--- src/rtl/cbuf_trig_pkg.sv ---
// Shared definitions for the circular-buffer trigger scheduler.
// Optional feature macro: CBUF_TRIG_TIMESTAMP_EN (widens the FIFO word with a
// 32-bit timestamp of the trigger cycle).
package cbuf_trig_pkg;

    // Default geometry of the readout path
    localparam int DEF_ADDR_W = 14;
    localparam int DEF_CNT_W  = 24;
    localparam int TS_W       = 32;

    // Scheduler states (plain constants for compatibility with older tools)
    localparam logic [1:0] ST_DISABLED = 2'd0;
    localparam logic [1:0] ST_ARMED    = 2'd1;
    localparam logic [1:0] ST_HOLDOFF  = 2'd2;

    // Width of one trigger FIFO word; shared with the FIFO instantiation
    function automatic int din_w(input int addr_w);
`ifdef CBUF_TRIG_TIMESTAMP_EN
        return addr_w + TS_W;
`else
        return addr_w;
`endif
    endfunction

endpackage

--- src/rtl/cbuf_sat_cntr.sv ---
// Saturating up-counter with synchronous clear; the value never wraps.
module cbuf_sat_cntr #(
    parameter int W = 24
) (
    input  logic         clk,
    input  logic         clr,
    input  logic         inc,
    output logic [W-1:0] cnt
);

    localparam logic [W-1:0] CNT_MAX = {W{1'b1}};
    localparam logic [W-1:0] CNT_ONE = W'(1);

    logic [W-1:0] cnt_d;
    logic [W-1:0] cnt_q;

    // Next value: clear wins, otherwise count up until all-ones
    always_comb begin
        cnt_d = cnt_q;
        if (clr) begin
            cnt_d = '0;
        end else if (inc && (cnt_q != CNT_MAX)) begin
            cnt_d = cnt_q + CNT_ONE;
        end else begin
            cnt_d = cnt_q;
        end
    end

    // Counter register (clear is folded into cnt_d)
    always_ff @(posedge clk) begin
        cnt_q <= cnt_d;
    end

    assign cnt = cnt_q;

endmodule

--- src/rtl/cbuf_trig_scheduler.sv ---
// Trigger scheduler front end for the circular-buffer-to-DDR3 readout path.
// Applies enable and hold-off to raw triggers, pushes the circular-buffer start
// address into the trigger FIFO, tracks outstanding waveforms and keeps
// accepted/dropped statistics. All outputs are registered.
// Optional feature macro: CBUF_TRIG_TIMESTAMP_EN adds a free-running 32-bit
// cycle counter whose value at the trigger cycle is prepended to the FIFO word.
module cbuf_trig_scheduler
    import cbuf_trig_pkg::*;
#(
    parameter int ADDR_W   = DEF_ADDR_W,
    parameter int CNT_W    = DEF_CNT_W,
    parameter int MAX_PEND = 4
) (
    input  logic                      adc_clk,
    input  logic                      reset_clk_adc,
    input  logic                      trig_in,
    input  logic                      trig_en,
    input  logic [ADDR_W-1:0]         cbuf_wr_addr,
    input  logic [ADDR_W-1:0]         pretrig_len,
    input  logic [15:0]               holdoff_len,
    input  logic                      trig_fifo_full,
    input  logic                      cbuf_to_ddr3_done,
    output logic                      trig_fifo_wr_en,
    output logic [din_w(ADDR_W)-1:0]  trig_fifo_din,
    output logic [3:0]                pend_cnt,
    output logic                      busy,
    output logic [CNT_W-1:0]          trig_acc_cnt,
    output logic [CNT_W-1:0]          trig_drop_cnt,
    output logic                      err_underflow
);

    localparam int         DIN_W      = din_w(ADDR_W);
    localparam logic [3:0] MAX_PEND_C = 4'(MAX_PEND);

    logic [1:0]       state_d,    state_q;
    logic [15:0]      hold_cnt_d, hold_cnt_q;
    logic             wr_en_d,    wr_en_q;
    logic [DIN_W-1:0] din_d,      din_q;
    logic [3:0]       pend_d,     pend_q;
    logic             busy_d,     busy_q;
    logic             err_d,      err_q;

    logic              accept_s;
    logic              drop_s;
    logic [ADDR_W-1:0] start_addr_s;

    // Start address wraps naturally modulo 2^ADDR_W
    assign start_addr_s = cbuf_wr_addr - pretrig_len;

`ifdef CBUF_TRIG_TIMESTAMP_EN
    logic [TS_W-1:0] ts_d, ts_q;

    // Free-running cycle counter, wraps at 2^32
    always_comb begin
        ts_d = ts_q + 32'd1;
    end

    // Timestamp register
    always_ff @(posedge adc_clk) begin
        if (reset_clk_adc) begin
            ts_q <= '0;
        end else begin
            ts_q <= ts_d;
        end
    end
`endif

    // Trigger FSM: enable, acceptance, drop and hold-off handling
    always_comb begin
        state_d    = state_q;
        hold_cnt_d = hold_cnt_q;
        accept_s   = 1'b0;
        drop_s     = 1'b0;
        case (state_q)
            ST_DISABLED: begin
                if (trig_en) begin
                    state_d = ST_ARMED;
                end else begin
                    state_d = ST_DISABLED;
                end
            end
            ST_ARMED: begin
                if (!trig_en) begin
                    // A trigger coinciding with the disable is ignored
                    state_d = ST_DISABLED;
                end else if (trig_in) begin
                    if (!trig_fifo_full && (pend_q < MAX_PEND_C)) begin
                        accept_s   = 1'b1;
                        hold_cnt_d = holdoff_len;
                        state_d    = ST_HOLDOFF;
                    end else begin
                        drop_s  = 1'b1;
                        state_d = ST_ARMED;
                    end
                end else begin
                    state_d = ST_ARMED;
                end
            end
            ST_HOLDOFF: begin
                drop_s = trig_in;
                if (hold_cnt_q == 16'd0) begin
                    if (trig_en) begin
                        state_d = ST_ARMED;
                    end else begin
                        state_d = ST_DISABLED;
                    end
                end else begin
                    hold_cnt_d = hold_cnt_q - 16'd1;
                end
            end
            default: begin
                state_d    = ST_DISABLED;
                hold_cnt_d = 16'd0;
            end
        endcase
    end

    // FIFO push strobe and data, captured from the trigger cycle
    always_comb begin
        wr_en_d = accept_s;
        din_d   = din_q;
        if (accept_s) begin
`ifdef CBUF_TRIG_TIMESTAMP_EN
            din_d = {ts_q, start_addr_s};
`else
            din_d = start_addr_s;
`endif
        end else begin
            din_d = din_q;
        end
    end

    // Outstanding-waveform accounting and underflow detection
    always_comb begin
        pend_d = pend_q;
        err_d  = err_q;
        if (accept_s && cbuf_to_ddr3_done) begin
            pend_d = pend_q;
        end else if (accept_s) begin
            pend_d = pend_q + 4'd1;
        end else if (cbuf_to_ddr3_done) begin
            if (pend_q == 4'd0) begin
                err_d = 1'b1;
            end else begin
                pend_d = pend_q - 4'd1;
            end
        end else begin
            pend_d = pend_q;
        end
        busy_d = (pend_d != 4'd0);
    end

    // State and output registers
    always_ff @(posedge adc_clk) begin
        if (reset_clk_adc) begin
            state_q    <= ST_DISABLED;
            hold_cnt_q <= 16'd0;
            wr_en_q    <= 1'b0;
            din_q      <= '0;
            pend_q     <= 4'd0;
            busy_q     <= 1'b0;
            err_q      <= 1'b0;
        end else begin
            state_q    <= state_d;
            hold_cnt_q <= hold_cnt_d;
            wr_en_q    <= wr_en_d;
            din_q      <= din_d;
            pend_q     <= pend_d;
            busy_q     <= busy_d;
            err_q      <= err_d;
        end
    end

    cbuf_sat_cntr #(.W(CNT_W)) u_acc_cntr (
        .clk (adc_clk),
        .clr (reset_clk_adc),
        .inc (accept_s),
        .cnt (trig_acc_cnt)
    );

    cbuf_sat_cntr #(.W(CNT_W)) u_drop_cntr (
        .clk (adc_clk),
        .clr (reset_clk_adc),
        .inc (drop_s),
        .cnt (trig_drop_cnt)
    );

    assign trig_fifo_wr_en = wr_en_q;
    assign trig_fifo_din   = din_q;
    assign pend_cnt        = pend_q;
    assign busy            = busy_q;
    assign err_underflow   = err_q;

endmodule

--- config.mk ---
export PLATFORM = sky130hd
export DESIGN_NAME = cbuf_trig_scheduler
export DESIGN_NICKNAME = d
export VERILOG_FILES = /design/src/rtl/cbuf_trig_pkg.sv /design/src/rtl/cbuf_sat_cntr.sv /design/src/rtl/cbuf_trig_scheduler.sv
export SDC_FILE = /design/constraint.sdc
export NUM_CORES = 1
export LEC_CHECK = 0
export ABC_AREA = 1
export CAP_MARGIN = 40
export CORE_ASPECT_RATIO = 1.25
export CORE_MARGIN = 2
export CORE_UTILIZATION = 45
export CTS_BUF_LIST = sky130_fd_sc_hd__clkbuf_8
export DETAILED_ROUTE_END_ITERATION = 16
export GPL_TIMING_DRIVEN = 1
export HOLD_SLACK_MARGIN = 0.12
export PLACE_DENSITY = 0.71
export RECOVER_POWER = 50
export SYNTH_ARGS = -nofsm -noshare
export SYNTH_HDL_FRONTEND = slang
export SYNTH_SLANG_ARGS = --single-unit
--- constraint.sdc ---
create_clock -name adc_clk -period 3.4 [get_ports adc_clk]
set_input_delay 1.02 -clock adc_clk [delete_from_list [all_inputs] [get_ports adc_clk]]
set_output_delay 1.02 -clock adc_clk [all_outputs]
set_load 0.03 [all_outputs]
==> summary by stage <==
Routing
The per-cell via count in the routed design is 4.896. The detail-routed net length per standard cell is 11.86 um. For this run, design rule violations remaining after detail routing come to 0. The routed layout has 6096 vias. The detailed-router iteration count before antenna repair is 5.

After detailed routing, the total wire length is 14760 um. The count of antenna-violating nets left after detailed routing is 0. The starting DRC count in detailed routing is 274.

Floorplanning
The initial utilization of the core area, before any placement, comes to 46.06%. The die covers 0.01395 mm2. The region available for standard cell placement spans 0.01272 mm2. The number of cell rows is 46.

The die span in y is 131.6 um. The die is 106.1 um wide. Pin placement for this block handled 119 I/O pins.

Yosys
After synthesis, the cell types taking the most area are sky130_fd_sc_hd__dfxtp_1 30%, sky130_fd_sc_hd__nand2_1 22%, sky130_fd_sc_hd__nor2_1 8.4%. In the synthesized netlist the async set-or-reset flop fraction comes to 0%. The mapped cell area is 0.005858 mm2.

The number of flops mapped to enable cells by yosys is 0. The average size of a mapped cell is 6.083 um2. The number of different library cells used by synthesis comes to 38. Of the post-synthesis cell area, the dominant cell type holds 29.73%. The dominant register cell in the synthesized netlist is sky130_fd_sc_hd__dfxtp_1. The post-synthesis register bit count is 87. The post-synthesis net count is 1036. Sequential cells were found to cover 29.73% of the synthesized design area.

Yosys printed 0 warnings. The gate count after technology mapping is 963. The synthesized design spends more area on one cell type than any other, namely sky130_fd_sc_hd__dfxtp_1.

Power
The reported net switching power is 0.7564 mW. Of the total power, the clock network draws 36.9%. Of the total power, the share spent switching nets is 29.09%. The power share of the combinational group is 21.5%.

The internal power is 1.844 mW. Power spread over the standard cell area amounts to 352.5 mW/mm2. The leakage component of the power is 3.169 nW. In this run, flip-flops and latches consume 41.6% of the power. IR analysis of the VDD net gives a maximum drop of 0.2685 mV.

Placement
At the end of routability-driven placement, the weighted congestion stood at 0.8928. The half-perimeter wire length after detailed placement is 10890 um. Port buffering added 118 buffers. After detailed placement, the design holds a cell count of 1229.

Finish
The final cell count without fillers is 1245. The fraction of layout cells with a size suffix above 1 is 3.528%. The most common cell after layout, fill and taps aside is sky130_fd_sc_hd__nand2_1.

The top cell types in the final layout, fill and taps aside, are 353 x sky130_fd_sc_hd__nand2_1, 132 x sky130_fd_sc_hd__nor2_1, 91 x sky130_fd_sc_hd__inv_1. The number of diodes added for antenna fixing is 0. Once layout is complete, the utilization of the core stands at 58.00%. The final layout net count is 1145. The synthesis-to-finish area growth is 25.93%.

STA
Between clock sinks in the finished design, the worst skew comes to 8.513 ps. The final count of negative-setup-slack endpoints is 0. The final critical path takes up 80.42% of the cycle.

The minimum clock period is 2734 ps. Setup total negative slack on the finished layout was measured at 0 ps. The final count of pins violating max slew was 0. At the pin with the least slew margin, the transition time is 759.6 ps.

Static timing analysis puts the maximum clock frequency at 0.3657 GHz. Setup repair after global routing left no endpoint under its margin. The worst pin sits at a relative slew slack of 49.36%. The number of endpoints with negative hold slack in the final report was 0.

Flow run
Across the run, the number of max-cap violations was 0.

GRT
The first global-routing pass estimated 24720 um of wire. Global routing consumed, over all layers together, 21.08% of the routing resources. The pin count of the biggest net entering global routing is 67. The via count of the first global-routing pass is 5459.

The number of antenna violations at the first check in global routing is 0. The aggregate global routing overflow is 0.

CTS
The number of buffers inserted during clock tree synthesis is 9. After clock tree synthesis, the clock-pin slew on the worst setup and hold paths is 90 ps. TritonCTS built the clock tree. Once the clock tree was built, the setup fixing pass inserted 0 buffers. The root buffer cell is sky130_fd_sc_hd__clkbuf_8.

Counting every sink on the clock net gives 87. The post-cts repair resize count is 0. The depth of the CTS H-tree is 3. For the worst-skew pair, the clock arrives at the later sink with an insertion delay of 360 ps. The longest clock path from root to sink contains 2 buffers. The number of hold buffers added after CTS is 0.

Hold path
The type of the worst min-delay path is reg2reg.

Critical path
By startpoint and endpoint, the worst setup path is classified as in2reg. The maximum net fanout on the critical path is 19. The critical path data arrival time is 3000 ps. STA classifies the critical path startpoint as an input pin. The data required time at the worst endpoint is 3660 ps. STA classifies the critical path endpoint as a register.

Run status
The flow ran to the end, and the final reports show no timing, DRC or antenna violations.
## worst max-delay path, cell delays in order
cell	delay [ps]
sky130_fd_sc_hd__dlygate4sd3_1	620
sky130_fd_sc_hd__nand3_1	180
sky130_fd_sc_hd__nor2_1	360
sky130_fd_sc_hd__nand2_2	320
sky130_fd_sc_hd__nor2_1	290
sky130_fd_sc_hd__nand3_1	100
sky130_fd_sc_hd__nand2_1	70
sky130_fd_sc_hd__nor2_1	40
## cells in the mapped netlist, types with 2 or more instances
cell type	count
sky130_fd_sc_hd__clkbuf_1	11
sky130_fd_sc_hd__buf_1	2
sky130_fd_sc_hd__buf_2	5
sky130_fd_sc_hd__o21bai_1	4
sky130_fd_sc_hd__nor2_1	131
sky130_fd_sc_hd__xor2_1	15
sky130_fd_sc_hd__or2_2	2
sky130_fd_sc_hd__and2_1	2
sky130_fd_sc_hd__inv_1	90
sky130_fd_sc_hd__nand2_2	5
sky130_fd_sc_hd__nand3b_1	12
sky130_fd_sc_hd__nor3_1	5
sky130_fd_sc_hd__nor2_4	4
sky130_fd_sc_hd__o21ai_0	23
sky130_fd_sc_hd__nand4_1	6
sky130_fd_sc_hd__nand3_1	61
sky130_fd_sc_hd__a21oi_1	83
sky130_fd_sc_hd__dfxtp_1	87
sky130_fd_sc_hd__inv_2	3
sky130_fd_sc_hd__buf_6	4
sky130_fd_sc_hd__nor2_2	4
sky130_fd_sc_hd__xnor2_1	15
sky130_fd_sc_hd__buf_4	3
sky130_fd_sc_hd__ha_1	22
sky130_fd_sc_hd__nand2_1	351
## flip-flops by register name, summed over array words and instances, names as in the netlist
name / count
u_acc_cntr.cnt: 24
u_drop_cntr.cnt: 24
busy: 1
pend_cnt: 4
trig_fifo_wr_en: 1
hold_cnt_q: 16
trig_fifo_din: 14
err_underflow: 1
state_q: 2
## stage by stage
stage	hold slack (ps)	instance area (um2)	total power [mW]	worst slack [ps]
6_report	482.5	7377	2.601	665.6
2_1_floorplan	454.4	5858	1.484	1018
5_1_grt	514.0	7377	2.740	411.4
3_5_place_dp	465.1	7141	1.681	415.7
4_1_cts	492.9	7408	2.653	739.1
3_3_place_gp	449.3	7141	1.674	445.9
## path summary, 6_finish.rpt
path | start | to | slack, ps | cells after the start
worst max-delay path | trig_in | u_acc_cntr.cnt[20]$_SDFFE_PP0P_ | 670 | 8
worst min-delay path | err_underflow$_SDFFE_PP0P_ | err_underflow$_SDFFE_PP0P_ | 480 | 2
worst max register to register | state_q[1]$_SDFFE_PP0P_ | u_acc_cntr.cnt[11]$_SDFFE_PP0P_ | 790 | 9
worst min register to register | err_underflow$_SDFFE_PP0P_ | err_underflow$_SDFFE_PP0P_ | 480 | 2
## power by group through the flow
stage	combinational (mW)	sequential, mW	clock [mW]
5_1_grt	0.631	1.09	1.02
4_1_cts	0.576	1.08	0.992
3_5_place_dp	0.573	1.11	0
3_3_place_gp	0.567	1.11	0
2_1_floorplan	0.321	1.16	0
6_report	0.560	1.08	0.958
## metal layers
layer	part of all wire, %	global-route usage [%]	routed length, um
met1	45	25.76	6685
met2	50	38.03	7338
met3	3.9	3.175	576
met4	1.1	5.848	164
met5	0	0	0
## area by class of cell
type,count,area [um2]
Fill cell,1314,5343
Multi-Input combinational cell,758,3598
Sequential cell,87,1742
Timing Repair Buffer,123,1210
Inverter,93,349.1
Tap cell,168,210.2
Clock inverter,7,143.9
Clock buffer,9,123.9
## cell families (layout without fill, tap and decap cells)
logic type | count (synthesis) | after routing | synth area share [%]
AO/OA/AOI/OAI | 116 | 116 | 10.42
XOR/XNOR | 30 | 30 | 4.485
adder cells (fa/ha/maj) | 23 | 23 | 5.041
buffers and inverters | 118 | 232 | 8.372
flip-flops | 87 | 87 | 29.73
AND/OR/NAND/NOR | 589 | 589 | 41.95
Power figures use the tool's default switching activity.
==> edit 1 (config.mk and constraints unchanged) <==
The package constant `DEF_CNT_W` goes from 24 to 16.
--- a/src/rtl/cbuf_trig_pkg.sv
+++ b/src/rtl/cbuf_trig_pkg.sv
@@ -5,7 +5,7 @@
 
     // Default geometry of the readout path
     localparam int DEF_ADDR_W = 14;
-    localparam int DEF_CNT_W  = 24;
+    localparam int DEF_CNT_W  = 16;
     localparam int TS_W       = 32;
 
     // Scheduler states (plain constants for compatibility with older tools)
Ports: changed (resized trig_acc_cnt and trig_drop_cnt); port bits go from 119 to 103. No check against the original RTL was run, so the function may have changed too.
==> edit 1 against the unedited design <==
  * Worst setup slack got worse by 220 ps
  * Via count is 17% lower
  * Final area decreased by 19%
  * Synthesized area shrank 18%
  * Routed wire length down 14%
  * First-iteration DRC count down 3.6%
  * Power is 23% lower
  * Utilization decreased by 0.58 points
  * Fmax is 7.4% lower
  * Sequential cell count decreased by 16
  * Synthesized cell count fell by 19%
  * Combinational power shrank 12%
  * Highest routed layer unchanged
==> edit 1: results (changes against the unedited design) <==
| Metric | Value |
|---|---|
| DP Area | 5890 um2 (was 7140 um2) |
| Warnings, synthesis | 0 (unchanged) |
| Post-CTS Setup Bufs | 0 (unchanged) |
| Worst R2R Start | state_q[1]$_SDFFE_PP0P_ (unchanged) |
| HPWL Detailed | 9.57 mm (was 10.9 mm) |
| Global-route wire length before repair | 21.0 mm (was 24.7 mm) |
| Flop2flop setup slack | 820 ps (was 790 ps) |
| Reg2reg end | u_acc_cntr.cnt[2]$_SDFFE_PP0P_ (was u_acc_cntr.cnt[11]$_SDFFE_PP0P_) |
| Synth area leaders | dfxtp_1 (30%), nand2_1 (19%), nor2_1 (8.6%), inv_1 (7.5%), nand3_1 (6.2%) (was dfxtp_1 (30%), nand2_1 (22%), nor2_1 (8.4%), a21oi_1 (7.1%), inv_1 (5.8%)) |
| Hold_sp | err_underflow$_SDFFE_PP0P_ (unchanged) |
| Register area share after synthesis | 29.7% (about the same) |
| Port Buffers | 102 (was 118) |
| Status | completed (unchanged) |
| CTS max path bufs | 2 (unchanged) |
| Nets@finish | 947 (was 1145) |
| Vias in the first global route | 4834 (was 5459) |
| Library cells used by synthesis | 33 (was 38) |
| Layout cell share with drive strength beyond 1 | 3.41% (was 3.53%) |
| LEAKAGE | 0.00270 uW (was 0.00317 uW) |
| Max Fanout on Critical Path | 17 (was 19) |
| R2R cell count | 10 (was 9) |
| Largest net degree at the start of global routing | 50 (was 67) |
| Relative slew margins | 53.2% (was 49.4%) |
| Clock latency on the worst-skew pair | 350 ps |
| Drt initial violations | 264 (was 274) |
| Mapped Nets | 850 (was 1036) |
| List of most frequent post-synthesis cells | nand2_1 (247), nor2_1 (109), inv_1 (96) (was nand2_1 (351), nor2_1 (131), inv_1 (90)) |
| Final wirelength | 12.7 mm (was 14.8 mm) |
| Worst IR Drop VDD | 0.194 mV (was 0.268 mV) |
| Clock transition at path regs | 70 ps (was 90 ps) |
| Sw power | 635 uW (was 756 uW) |
| Placement Setup Slack | 383 ps (was 416 ps) |
| Vias per cell | 5.03 (was 4.90) |
| Worst Skew | 6.60 ps (was 8.51 ps) |
| Initial antenna violation count | 0 (unchanged) |
| Hold path cells | 2 (unchanged) |
| WP data arrival | 3230 ps (was 3000 ps) |
| Initial DRT Pass Iterations | 4 (was 5) |
| GRT Util Overall | 22.9% (was 21.1%) |
| Placer Congestion | 0.910 (was 0.893) |
| Diode count | 0 (unchanged) |
==> edit 1: logic make-up after synthesis <==
logic type | count (synthesis) | share of synthesized area, %
DFF | 71 | 29.7
buffers and inverters | 117 | 9.79
xor gates and xnor gates | 22 | 4.03
adders and majority gates | 23 | 6.18
and+or+nand+nor | 450 | 39.6
AOI/OAI and AO/OA | 94 | 10.7
==> edit 1: final cells by class <==
| type | instances | area (um2) |
|---|---|---|
| fill | 1042 | 4450 |
| multi-input combinational | 589 | 2840 |
| sequential | 71 | 1420 |
| timing repair buffer | 106 | 1040 |
| inverter | 97 | 364 |
| tap | 132 | 165 |
| clock buffer | 11 | 151 |
| clock inverter | 5 | 23.8 |
==> edit 1: stage by stage <==
step | std cells | hold slack (ps)
2_1_floorplan | 777 | 453
3_3_place_gp | 995 | 446
3_5_place_dp | 995 | 462
4_1_cts | 1011 | 479
5_1_grt | 1011 | 485
6_report | 1011 | 470
==> edit 1: how the worst max path moves through the flow <==
stage                    start                             to  slack [ps]  cells past startpoint
2_1_floorplan  cbuf_wr_addr[0]  trig_fifo_din[8]$_SDFFE_PP0N_        1020                     10
3_3_place_gp   cbuf_wr_addr[0]  trig_fifo_din[8]$_SDFFE_PP0N_         420                     11
3_5_place_dp   cbuf_wr_addr[0]  trig_fifo_din[8]$_SDFFE_PP0N_         380                     11
4_1_cts        cbuf_wr_addr[0]  trig_fifo_din[8]$_SDFFE_PP0N_         760                     11
5_1_grt                trig_in     hold_cnt_q[5]$_SDFFE_PP0P_         250                      7
6_report               trig_in    hold_cnt_q[15]$_SDFFE_PP0P_         450                      7
==> edit 1: metal layers <==
metal | wire length, um | GRT usage (%) | up-vias | part of all wire [%]
met4 | 263 | 10.2 | 0 | 2.1
met5 | 0 | 0 | - | 0
li1 | - | - | 2630 | -
met1 | 5290 | 25.8 | 2311 | 42
met3 | 655 | 4.05 | 18 | 5.2
met2 | 6470 | 40.7 | 126 | 51
==> edit 1: power by group through the flow <==
| stage | combinational (uW) | clock, uW | sequential, uW |
|---|---|---|---|
| floorplan | 282 | 0 | 955 |
| global placement | 500 | 0 | 908 |
| detailed placement | 510 | 0 | 907 |
| CTS | 513 | 631 | 889 |
| global route | 558 | 670 | 892 |
| finish | 495 | 614 | 888 |
==> edit 1: critical path, cell delays in order <==
cell and delay, ps:
dlygate4sd3_1 580, nand3_1 140, o21ai_0 360, nand3_4 260
nor2_2 590, nand2_1 150, a21oi_2 140
==> edit 2 (same settings) <==
Without the edit above. Take the reset off `din_q` and load it in a clocked block of its own.
--- a/src/rtl/cbuf_trig_scheduler.sv
+++ b/src/rtl/cbuf_trig_scheduler.sv
@@ -156,7 +156,6 @@
             state_q    <= ST_DISABLED;
             hold_cnt_q <= 16'd0;
             wr_en_q    <= 1'b0;
-            din_q      <= '0;
             pend_q     <= 4'd0;
             busy_q     <= 1'b0;
             err_q      <= 1'b0;
@@ -164,11 +163,14 @@
             state_q    <= state_d;
             hold_cnt_q <= hold_cnt_d;
             wr_en_q    <= wr_en_d;
-            din_q      <= din_d;
             pend_q     <= pend_d;
             busy_q     <= busy_d;
             err_q      <= err_d;
         end
+    end
+
+    always_ff @(posedge adc_clk) begin
+        din_q <= din_d;
     end
 
     cbuf_sat_cntr #(.W(CNT_W)) u_acc_cntr (
Behaviour: differs if reset_clk_adc is asserted again (counterexample within 4 cycles, from zero or initial values and one cycle with reset_clk_adc high); with reset_clk_adc held inactive, the same outputs for 10 cycles.
==> edit 2 against the unedited design <==
  * Routed wire length fell by 9.3%
  * Power is 17% lower
  * Count of clock-buffer cells in the layout did not move
  * Worst setup slack worse by 260 ps
  * Final area is 3.9% lower
  * Via count down 8.5%
  * Synthesized cell count fell by 11%
  * Sequential cell count did not move
  * Synthesized area is 3.1% lower
  * Largest cell class unchanged
  * Largest power group unchanged
  * Highest routed layer unchanged
==> edit 2: results (changes against the unedited design) <==
| Metric | Value |
|---|---|
| Status | completed (unchanged) |
| WP data arrival | 3290 ps (was 3000 ps) |
| Library cells used by synthesis | 33 (was 38) |
| Met3 Usage GRT | 5.08% (was 3.17%) |
| Reg2reg end | u_acc_cntr.cnt[0]$_SDFFE_PP0P_ (was u_acc_cntr.cnt[11]$_SDFFE_PP0P_) |
| Clock power share | 28.1% (was 36.9%) |
| Fmax | 0.334 GHz (was 0.366 GHz) |
| Grt met1 use | 24.1% (was 25.8%) |
| Relative slew margins | 42.4% (was 49.4%) |
| Sequential share of cell area | 26.5% (was 23.6%) |
| R2R cell count | 8 (was 9) |
| Multi-input comb cells | 667 (was 758) |
| Number of synthesized flops with an enable pin | 14 (was 0) |
| Invs w/o clock | 83 (was 93) |
| Largest net degree at the start of global routing | 38 (was 67) |
| Critical path endpoint | hold_cnt_q[10]$_SDFFE_PP0P_ (was u_acc_cntr.cnt[20]$_SDFFE_PP0P_) |
| Synth area leaders | dfxtp_1 (26%), nand2_1 (19%), edfxtp_1 (7.4%), nor2_1 (7.1%), a21oi_1 (5.8%) (was dfxtp_1 (30%), nand2_1 (22%), nor2_1 (8.4%), a21oi_1 (7.1%), inv_1 (5.8%)) |
| Placement Setup Slack | 124 ps (was 416 ps) |
| Met3 WL | 701 um (was 576 um) |
| Worst Skew | 9.09 ps (was 8.51 ps) |
| NonClk Buf Share | 17.1% (was 16.4%) |
| Initial DRT Pass Iterations | 4 (was 5) |
| Worst IR Drop VDD | 0.151 mV (was 0.268 mV) |
| Post-Synth Adder-Cell Area | 5.20% (was 5.04%) |
| Drt initial violations | 162 (was 274) |
| Met1 Routed Length | 5.95 mm (was 6.69 mm) |
| Sw power | 637 uW (was 756 uW) |
| Worst R2R Start | state_q[1]$_SDFFE_PP0P_ (unchanged) |
| Drt wl/cell | 11.8 um (was 11.9 um) |
| Worst stage delay on the critical path | 670 ps (was 620 ps) |
| Max Fanout on Critical Path | 17 (was 19) |
| GRT Util Overall | 20.6% (was 21.1%) |
| Seq pwr share | 51.1% (was 41.6%) |
| Crit path launch | trig_fifo_full (was trig_in) |
| Register area share after synthesis | 33.1% (was 29.7%) |
| Mapped Nets | 932 (was 1036) |
| Met2 usage | 36.8% (was 38.0%) |
| Max stage delay cell, worst path | nor2_2 (was dlygate4sd3_1) |
| Fill cells | 1216 (was 1314) |
| Layout cell share with drive strength beyond 1 | 5.44% (was 3.53%) |
| Flop2flop setup slack | 680 ps (was 790 ps) |
| List of most frequent post-synthesis cells | nand2_1 (281), nor2_1 (107), inv_1 (80) (was nand2_1 (351), nor2_1 (131), inv_1 (90)) |
| Hold_sp | hold_cnt_q[1]$_SDFFE_PP0P_ (was err_underflow$_SDFFE_PP0P_) |
| Synth Area in XOR/XNOR | 6.01% (was 4.49%) |
| Nets@finish | 1044 (was 1145) |
| Vias per cell | 4.90 (about the same) |
-- edit 2: changes by cell type after synthesis, sizes merged, moves of 4 or more --
| cell | delta |
|---|---|
| o21bai | -4 |
| a21oi | -7 |
| nand3 | -26 |
| inv | -10 |
| dfxtp | -14 |
| nand4 | +6 |
| nor2 | -23 |
| edfxtp | +14 |
| o21ai | +12 |
| nor3 | +4 |
| nand2 | -59 |
| xor2 | +8 |
-- edit 2: critical path, delay by kind of cell --
family,cells,cell delay [ps]
AND/OR/NAND/NOR,4,1320
AO/OA/AOI/OAI,2,330
buffers and inverters,2,630
-- edit 2: through the flow --
| stage | instance area (um2) | cells | total power (uW) | hold WS, ps |
|---|---|---|---|---|
| 2_1_floorplan | 5680 | 859 | 1420 | 454 |
| 3_3_place_gp | 6960 | 1124 | 1580 | 461 |
| 3_5_place_dp | 6960 | 1124 | 1580 | 472 |
| 4_1_cts | 7110 | 1139 | 2190 | 489 |
| 5_1_grt | 7090 | 1139 | 2290 | 512 |
| 6_report | 7090 | 1139 | 2160 | 491 |
